--- src/rtl/spi_slave_burst_pkg.sv ---
// Shared state encoding and opcodes for the spi_slave_burst front-end.
package spi_pkg;

    typedef enum logic [2:0] {
        ST_IDLE     = 3'd0,
        ST_RX_CMD   = 3'd1,
        ST_RX_DATA  = 3'd2,
        ST_TX_WAIT  = 3'd3,
        ST_TX_SHIFT = 3'd4,
        ST_DRAIN    = 3'd5
    } spi_state_t;

    localparam logic [1:0] OP_WR_ADDR = 2'b00;
    localparam logic [1:0] OP_WR_DATA = 2'b01;
    localparam logic [1:0] OP_RD_ADDR = 2'b10;
    localparam logic [1:0] OP_RD_DATA = 2'b11;

endpackage

--- src/rtl/spi_slave_burst_shifter.sv ---
// Shared receive/transmit shift register with a bit counter whose modulus is
// DATA_W+2 for command words and DATA_W for payload words.
module spi_shifter
    import spi_pkg::*;
#(
    parameter int DATA_W = 8,
    parameter int CNT_W  = $clog2(DATA_W + 2)
) (
    input  logic              clk,
    input  logic              rst,
    input  logic              clr,
    input  logic              load,
    input  logic              shift,
    input  logic              cmd_mod,
    input  logic              shift_in,
    input  logic [DATA_W-1:0] load_data,
    output logic [DATA_W:0]   shreg,
    output logic [CNT_W-1:0]  cnt,
    output logic              last_bit
);

    localparam logic [CNT_W-1:0] CMD_LAST  = CNT_W'(DATA_W + 1);
    localparam logic [CNT_W-1:0] DATA_LAST = CNT_W'(DATA_W - 1);

    logic [DATA_W:0]  shreg_r;
    logic [CNT_W-1:0] cnt_r;
    logic             last_bit_s;

    // Last position of the current word, depending on the active modulus.
    always_comb begin
        if (cmd_mod) begin
            last_bit_s = (cnt_r == CMD_LAST);
        end else begin
            last_bit_s = (cnt_r == DATA_LAST);
        end
    end

    // Shift/load/clear of the data register and wrap of the bit counter.
    always_ff @(posedge clk) begin
        if (rst) begin
            shreg_r <= {(DATA_W+1){1'b0}};
            cnt_r   <= {CNT_W{1'b0}};
        end else if (clr) begin
            shreg_r <= {(DATA_W+1){1'b0}};
            cnt_r   <= {CNT_W{1'b0}};
        end else if (load) begin
            shreg_r <= {1'b0, load_data};
            cnt_r   <= {CNT_W{1'b0}};
        end else if (shift) begin
            shreg_r <= {shreg_r[DATA_W-1:0], shift_in};
            cnt_r   <= last_bit_s ? {CNT_W{1'b0}} : (cnt_r + {{(CNT_W-1){1'b0}}, 1'b1});
        end else begin
            shreg_r <= shreg_r;
            cnt_r   <= cnt_r;
        end
    end

    assign shreg    = shreg_r;
    assign cnt      = cnt_r;
    assign last_bit = last_bit_s;

endmodule

--- src/rtl/spi_slave_burst.sv ---
// SPI slave front-end with opcode framing, handshaked read path and abort detection.
// Define SPI_SLAVE_BURST_EN to enable burst write streaming and burst read re-requests.
module spi_slave_burst
    import spi_pkg::*;
#(
    parameter int DATA_W = 8
) (
    input  logic              clk,
    input  logic              rst,
    input  logic              ss_n,
    input  logic              mosi,
    input  logic              tx_valid,
    input  logic [DATA_W-1:0] tx_data,
    output logic              miso,
    output logic              rx_valid,
    output logic [DATA_W+1:0] rx_data,
    output logic              busy,
    output logic              frame_err
);

    localparam int CNT_W = $clog2(DATA_W + 2);

    spi_state_t        state_r, next_state_s;
    logic              sh_clr_s, sh_load_s, sh_shift_s, sh_cmd_mod_s;
    logic [DATA_W:0]   shreg_s;
    logic [CNT_W-1:0]  cnt_s;
    logic              last_bit_s;
    logic              rx_fire_s, miso_nxt_s, frame_err_s;
    logic [DATA_W+1:0] rx_word_s;
    logic              busy_r, rx_valid_r, miso_r, frame_err_r;
    logic [DATA_W+1:0] rx_data_r;

    spi_shifter #(.DATA_W(DATA_W), .CNT_W(CNT_W)) u_shifter (
        .clk       (clk),
        .rst       (rst),
        .clr       (sh_clr_s),
        .load      (sh_load_s),
        .shift     (sh_shift_s),
        .cmd_mod   (sh_cmd_mod_s),
        .shift_in  (mosi),
        .load_data (tx_data),
        .shreg     (shreg_s),
        .cnt       (cnt_s),
        .last_bit  (last_bit_s)
    );

    // Next-state, shifter control and next output values.
    always_comb begin
        next_state_s = state_r;
        sh_clr_s     = 1'b0;
        sh_load_s    = 1'b0;
        sh_shift_s   = 1'b0;
        sh_cmd_mod_s = 1'b0;
        rx_fire_s    = 1'b0;
        rx_word_s    = {(DATA_W+2){1'b0}};
        miso_nxt_s   = 1'b0;
        frame_err_s  = 1'b0;
        if (ss_n) begin
            // Frame end: a partial word or an interrupted transmit is an abort.
            next_state_s = ST_IDLE;
            sh_clr_s     = 1'b1;
            if ((state_r == ST_TX_SHIFT) ||
                (((state_r == ST_RX_CMD) || (state_r == ST_RX_DATA)) && (cnt_s != {CNT_W{1'b0}}))) begin
                frame_err_s = 1'b1;
            end else begin
                frame_err_s = 1'b0;
            end
        end else begin
            case (state_r)
                ST_IDLE: begin
                    sh_shift_s   = 1'b1;
                    sh_cmd_mod_s = 1'b1;
                    next_state_s = ST_RX_CMD;
                end
                ST_RX_CMD: begin
                    sh_shift_s   = 1'b1;
                    sh_cmd_mod_s = 1'b1;
                    if (last_bit_s) begin
                        rx_fire_s = 1'b1;
                        rx_word_s = {shreg_s, mosi};
                        case (shreg_s[DATA_W:DATA_W-1])
                            OP_WR_DATA: begin
`ifdef SPI_SLAVE_BURST_EN
                                next_state_s = ST_RX_DATA;
`else
                                next_state_s = ST_DRAIN;
`endif
                            end
                            OP_RD_DATA:             next_state_s = ST_TX_WAIT;
                            OP_WR_ADDR, OP_RD_ADDR: next_state_s = ST_DRAIN;
                            default:                next_state_s = ST_DRAIN;
                        endcase
                    end else begin
                        next_state_s = ST_RX_CMD;
                    end
                end
`ifdef SPI_SLAVE_BURST_EN
                ST_RX_DATA: begin
                    sh_shift_s = 1'b1;
                    if (last_bit_s) begin
                        rx_fire_s = 1'b1;
                        rx_word_s = {OP_WR_DATA, shreg_s[DATA_W-2:0], mosi};
                    end else begin
                        rx_fire_s = 1'b0;
                    end
                end
`endif
                ST_TX_WAIT: begin
                    if (tx_valid) begin
                        sh_load_s    = 1'b1;
                        miso_nxt_s   = tx_data[DATA_W-1];
                        next_state_s = ST_TX_SHIFT;
                    end else begin
                        next_state_s = ST_TX_WAIT;
                    end
                end
                ST_TX_SHIFT: begin
                    // MSB was presented at load; bit DATA_W-2 is always the next one out.
                    sh_shift_s = 1'b1;
                    if (last_bit_s) begin
                        miso_nxt_s = 1'b0;
`ifdef SPI_SLAVE_BURST_EN
                        rx_fire_s    = 1'b1;
                        rx_word_s    = {OP_RD_DATA, {DATA_W{1'b0}}};
                        next_state_s = ST_TX_WAIT;
`else
                        next_state_s = ST_DRAIN;
`endif
                    end else begin
                        miso_nxt_s = shreg_s[DATA_W-2];
                    end
                end
                ST_DRAIN: begin
                    next_state_s = ST_DRAIN;
                end
                default: begin
                    next_state_s = ST_IDLE;
                    sh_clr_s     = 1'b1;
                end
            endcase
        end
    end

    // State and output registers.
    always_ff @(posedge clk) begin
        if (rst) begin
            state_r     <= ST_IDLE;
            busy_r      <= 1'b0;
            rx_valid_r  <= 1'b0;
            rx_data_r   <= {(DATA_W+2){1'b0}};
            miso_r      <= 1'b0;
            frame_err_r <= 1'b0;
        end else begin
            state_r     <= next_state_s;
            busy_r      <= (next_state_s != ST_IDLE);
            rx_valid_r  <= rx_fire_s;
            rx_data_r   <= rx_fire_s ? rx_word_s : rx_data_r;
            miso_r      <= miso_nxt_s;
            frame_err_r <= frame_err_s;
        end
    end

    assign miso      = miso_r;
    assign rx_valid  = rx_valid_r;
    assign rx_data   = rx_data_r;
    assign busy      = busy_r;
    assign frame_err = frame_err_r;

endmodule
--- config.mk ---
export PLATFORM = sky130hd
export DESIGN_NAME = spi_slave_burst
export DESIGN_NICKNAME = d
export VERILOG_FILES = /design/src/rtl/spi_slave_burst_pkg.sv /design/src/rtl/spi_slave_burst_shifter.sv /design/src/rtl/spi_slave_burst.sv
export SDC_FILE = /design/constraint.sdc
export NUM_CORES = 1
export LEC_CHECK = 0
export CAP_MARGIN = 20
export CORE_ASPECT_RATIO = 1.75
export CORE_UTILIZATION = 54
export DETAILED_ROUTE_END_ITERATION = 6
export PLACE_DENSITY = 0.83
export SYNTH_ARGS = -nofsm -noshare
export SYNTH_HDL_FRONTEND = slang
export SYNTH_SLANG_ARGS = --single-unit
export TNS_END_PERCENT = 10
--- constraint.sdc ---
create_clock -name clk -period 3.62 [get_ports clk]
set_input_delay 0.724 -clock clk [delete_from_list [all_inputs] [get_ports clk]]
set_output_delay 0.724 -clock clk [all_outputs]
set_load 0.02 [all_outputs]
# Yosys cells after proc, flatten, opt, wreduce, memory -nomap -nowiden
# Index checks and enable logic that the tools add are counted.
[classes]
addsub = 1
n_eq_ne = 10
muxes = 29
bitwise_logic = 1
n_reduce_logical = 16
[ops]
columns = ["op", "count"]
rows = [
  ["10-bit 2-to-1 mux", 3],
  ["1-bit 2-to-1 mux", 16],
  ["8-bit 2-to-1 mux", 2],
  ["3-bit case mux with 5 select lines", 1],
  ["3-bit 2-to-1 mux", 4],
  ["3-bit OR reduction", 3],
  ["2-bit OR reduction", 4],
  ["3-bit by 2-bit == test with 1-bit output (second input constant)", 2],
  ["3-bit == test (second input constant)", 2],
  ["3-bit case mux with 2 select lines", 1],
  ["5-bit OR reduction", 1],
  ["4-bit by 1-bit adder with 4-bit output (second input constant)", 1],
  ["2-bit == test (second input constant)", 2],
  ["4-bit by 3-bit == test with 1-bit output (second input constant)", 1],
  ["4-bit == test (second input constant)", 1],
  ["4-bit 2-to-1 mux", 1],
  ["4-bit nonzero test", 1],
  ["3-bit by 1-bit == test with 1-bit output (second input constant)", 1],
  ["3-bit logical NOT", 1],
  ["3-bit nonzero test", 1],
  ["2-bit by 1-bit == test with 1-bit output (second input constant)", 1],
  ["2-bit logical NOT", 1],
  ["1-bit logical OR", 2],
  ["1-bit case mux with 2 select lines", 1],
  ["other kinds (3)", 3],
]
[word_totals]
ff_bits = 30
inputBits = 13
out_inout_bits = 14
wordCells = 66

# Longest topological paths before layout
[logic_depth]
word_depth = 9
mapped_depth = 6
ltp_nobuf = 5

# Modules after synthesis
# From an unflattened synthesis, not the netlist that was laid out.
[hier_totals]
hier_cells = 163
area_unflattened_um2 = 1472.7
[modules_own_cells]
columns = ["module", "n_inst", "cells_per_inst", "area_per_inst_um2", "seq_area_each_um2"]
rows = [
  ["spi_slave_burst", 1, 85, 808.3, 340.3],
  ["spi_shifter", 1, 78, 664.4, 260.2],
]

# Least setup slack after synthesis
# No wires, ideal clock.
[synth_timing]
path_kind = "input to register"
startpoint = "input ss_n"
endpoint = "register u_shifter.cnt_r[2], in the netlist u_shifter.cnt[2]"
setup_time_ps = 74
t_arrival_ps = 1500
t_required_ps = 3546
slack_ps = 2046
stages = 4
path_buffers = 0
cell_sequence = "nor3_2 > mux2i_2 > nand4b_1 > a31oi_1"
[synth_via]
elab_chain_cells = 3
elab_cells_between_ends = 7
classes_between = "6 x mux; 1 x reduce/logical"
[synth_rtl]
columns = ["item", "line", "source"]
rows = [
  ["from (decl)", "spi_slave_burst.sv:10", "input logic ss_n,"],
  ["1-bit 2-to-1 mux", "spi_slave_burst.sv:58", "if (ss_n) begin"],
  ["1-bit 2-to-1 mux", "spi_slave_burst_shifter.sv:31", "if (cmd_mod) begin"],
  ["4-bit 2-to-1 mux", "spi_slave_burst_shifter.sv:51", "cnt_r <= last_bit_s ? {CNT_W{1'b0}} : (cnt_r + {{(CNT_W-1){1'b0}}, 1'b1});"],
  ["to (signal assigned)", "spi_slave_burst_shifter.sv:48", "cnt_r <= {CNT_W{1'b0}};"],
  ["to (signal assigned)", "spi_slave_burst_shifter.sv:51", ""],
  ["to (signal assigned)", "spi_slave_burst_shifter.sv:54", "cnt_r <= cnt_r;"],
  ["to (decl)", "spi_slave_burst_shifter.sv:26", "logic [CNT_W-1:0] cnt_r;"],
]
# Parallel ways exist; a longest one is shown, timed or not.
# A chain may end at the register's enable or synchronous reset.

# Worst setup path after layout
[layout_timing]
startpoint = "input ss_n"
endpoint = "register rx_data_r[3], in the netlist rx_data[3]"
[layout_via]
elab_chain_cells = 5
elab_cells_between_ends = 8
classes_between = "8 x mux"
[layout_rtl]
columns = ["item", "line", "source"]
rows = [
  ["1-bit 2-to-1 mux", "spi_slave_burst.sv:58", ""],
  ["1-bit 2-to-1 mux", "spi_slave_burst_shifter.sv:31", ""],
  ["10-bit 2-to-1 mux or 1-bit 2-to-1 mux (tied branches)", "spi_slave_burst.sv:78", "if (last_bit_s) begin"],
  ["10-bit 2-to-1 mux or 1-bit 2-to-1 mux (tied branches)", "spi_slave_burst.sv:69", "case (state_r)"],
  ["10-bit 2-to-1 mux or 1-bit 2-to-1 mux (tied branches)", "spi_slave_burst.sv:58", ""],
  ["to (signal assigned)", "spi_slave_burst.sv:150", "rx_data_r <= {(DATA_W+2){1'b0}};"],
  ["to (signal assigned)", "spi_slave_burst.sv:157", "rx_data_r <= rx_fire_s ? rx_word_s : rx_data_r;"],
  ["to (decl)", "spi_slave_burst.sv:31", "logic [DATA_W+1:0] rx_data_r;"],
]
# Parallel ways exist; a longest one is shown, timed or not.

==> metrics.yaml <==
run_status:
  status: "finished clean"
floorplan:
  dieArea_mm2: 0.00279
  placementRows: 24
  initial_core_util_pct: 56.4
  die_y_um: 69.1
  die_w_um: 40.3
  core-area_mm2: 0.00246
  ios: 27
critical_path:
  cp_data_required_time_ns: 3.77
  critPathCaptureType: "flop"
  cp.depth: 5
  max_stage_delay_ns: 0.58
  cp_top_family: "simple AND/OR/NAND/NOR gates"
  rr_startpoint: "u_shifter.cnt[2]"
  startpoint_type: "primary input"
  r2r_slack_ns: 1.67
  path_buf_inv: 1
  path_max_fanout: 10
  arrival_ns: 2.55
  reg2reg_to: "rx_data[3]"
  crit_chain: "clkdlybuf4s50_1 > nor2_4 > nand4_1 > mux2i_1 > nor2_1"
  cpMaxStageDelayCell: "nand4_1"
  r2r_cells: 4
  worstSetupPathType: "primary input to flop"
timing:
  worstMarginPinSlew_ns: 0.834
  finalCriticalPeriod_ns: 2.40
  fin_crit_sh_pct: 66.3
  hold_viol_final: 0
  max_slew_margin_pct: 44.3
  finalSetupViolCount: 0
  fin_hold_ws_ns: 0.476
  tns_ns: 0
  skew_ns: 0.00385
  rsz0062_at_grt: "no"
  fmax_mhz: 417
  maxSlewViolCount: 0
pwr:
  cellPowerDensity_mw_per_mm2: 417
  ir_drop_v: 0.000321
  leakage_uw: 0.000645
yosys:
  synth_common_cells: "dfxtp_1, nand2_1, a21oi_1"
  syn-mean-instance-area_um2: 9.45
  synth.most_common_cell: "dfxtp_1"
  syn_nets: 162
  yosys_warnings: 0
  ys_seq_area_share_pct: 43.2
  syn_inst: 147
  synth-seq-cells: 30
  yosys.area.top_type: "dfxtp_1"
  synth_top_area_share_pct: 43.2
  synth_edf_count: 0
  ys.flop_type: "dfxtp_1"
  synthTopCellsByArea: "dfxtp_1, mux2i_1, a21oi_1, nand2_1, a22oi_1"
  synthesis.area_mm2: 0.00139
  ys_types: 43
  async_flop_share_pct: 0
cells_and_area:
  post-route-util_pct: 70.1
  fillers: 209
  synthToLayoutAreaGrowth_pct: 24.2
  final_cells: 198
  diodes: 0
  nets: 187
  layout-drive-gt1-share_pct: 9.88
hold_path:
  min_to: "u_shifter.shreg[8]"
  hold_depth: 2
  hold_start: "u_shifter.shreg[8]"
  worstHoldPathType: "flop to flop"
clock_tree:
  post_cts_buffers: 0
  clk_latency_ns: 0.28
  cts_tree: "yes"
  cts-htree-levels: 2
  cts_buffer_depth: 2
  post_cts_resize_count: 0
  postCtsHoldBufs: 0
  numCtsBuffers: 5
  clock-sinks: 30
  cts.reportedPaths.clkPinSlew_ns: 0.06
  cts.root.buffer_cell: "clkbuf_8"
drt:
  drc_errors: 0
  postRouteAntennaNets: 0
  first_pass_iters: 4
  route.vias.total: 1181
  wirelength_um: 3090
  drt_iter0_markers: 29
  avgRoutedWirePerCell_um: 15.6
  vias_per_cell: 5.96
run:
  maxCapViolCount: 0
placed_design:
  dpl.hpwl_um: 2220
  place.gp.congestion: 0.760
  placed_cells: 191
  io_buffers: 26
grt:
  grt_pass1_vias: 1125
  grt_pass1_wl_um: 4980
  grt_max_degree: 14
  grt_util_all_layers_pct: 26.5
  antenna_found_initial: 0
  grt_overflow: 0
sequential cells by signal (all words and copies together) (netlist names):
name             count
u_shifter.cnt        4
rx_data             10
busy                 1
u_shifter.shreg      9
miso                 1
rx_valid             1
frame_err            1
state_r              3
power breakdown:
part	switching [uW]	internal [uW]	total (uW)	leakage (uW)
sequential	4.28	333	337	0.000242
combinational	20.6	20.0	40.6	0.000345
clock	122	220	342	0.0000573
total	147	573	720	0.000645
worst max path at each step:
stage | from | to | slack [ns]
after floorplan | ss_n | u_shifter.cnt[2] | 2.05
after global placement | ss_n | rx_data[0] | 1.02
after detailed placement | ss_n | rx_data[0] | 0.93
after CTS | ss_n | rx_data[3] | 1.17
after global routing | ss_n | rx_data[0] | 1.09
final | ss_n | rx_data[3] | 1.22
through the flow:
stage                     power, uW  worst slack (ns)  cell area (um2)
after floorplan                 364              2.05             1390
after global routing            744              1.09             1730
after detailed placement        385             0.927             1610
after global placement          384              1.02             1610
after CTS                       726              1.17             1730
final                           720              1.22             1730
metal layers:
layer	track usage, %	share of wire (%)
met2	42.0	54
met3	7.72	4.5
met5	0	0
met4	15.6	2.7
met1	28.7	39
cells by family (layout without fill, tap and decap cells):
group	count (synthesis)	after routing	share of synthesized area [%]
simple gates	53	53	21.2
compound gates	37	37	18.3
flops	30	30	43.2
buf+inv	13	38	6.67
mux	11	11	8.20
fa+ha+maj	2	2	1.80
xor+xnor	1	1	0.631
layout by cell type (no fill, tap or decap), types with 2 or more instances in the layout:
master and n:
and3_1 2, nand2_1 17, nand3_1 3, a22oi_1 7, clkbuf_8 6, nand4_1 2
nand3b_1 3, ha_1 2, inv_1 4, nor2b_1 2, mux2i_1 10, o21ai_1 3
nor3b_1 2, nor2_1 12, a21oi_1 15, o21ai_0 2, dfxtp_1 30, clkdlybuf4s50_1 26
area by class of cell:
class	instances	area [um2]	area share (%)
clock buffer	6	82.6	4.79
timing repair buffer	26	260	15.1
tap	26	32.5	1.89
inverter	5	23.8	1.38
sequential	30	601	34.8
clock inverter	1	30.0	1.74
multi-input combinational	104	696	40.3
worst register-to-register path: stages, from the launching register on:
cell and delay [ns]:
dfxtp_1 0.38, and4bb_1 0.41, nand4_1 0.59, mux2i_1 0.38
nor2_1 0.06
Note: power is estimated with default switching activity, not from simulation.
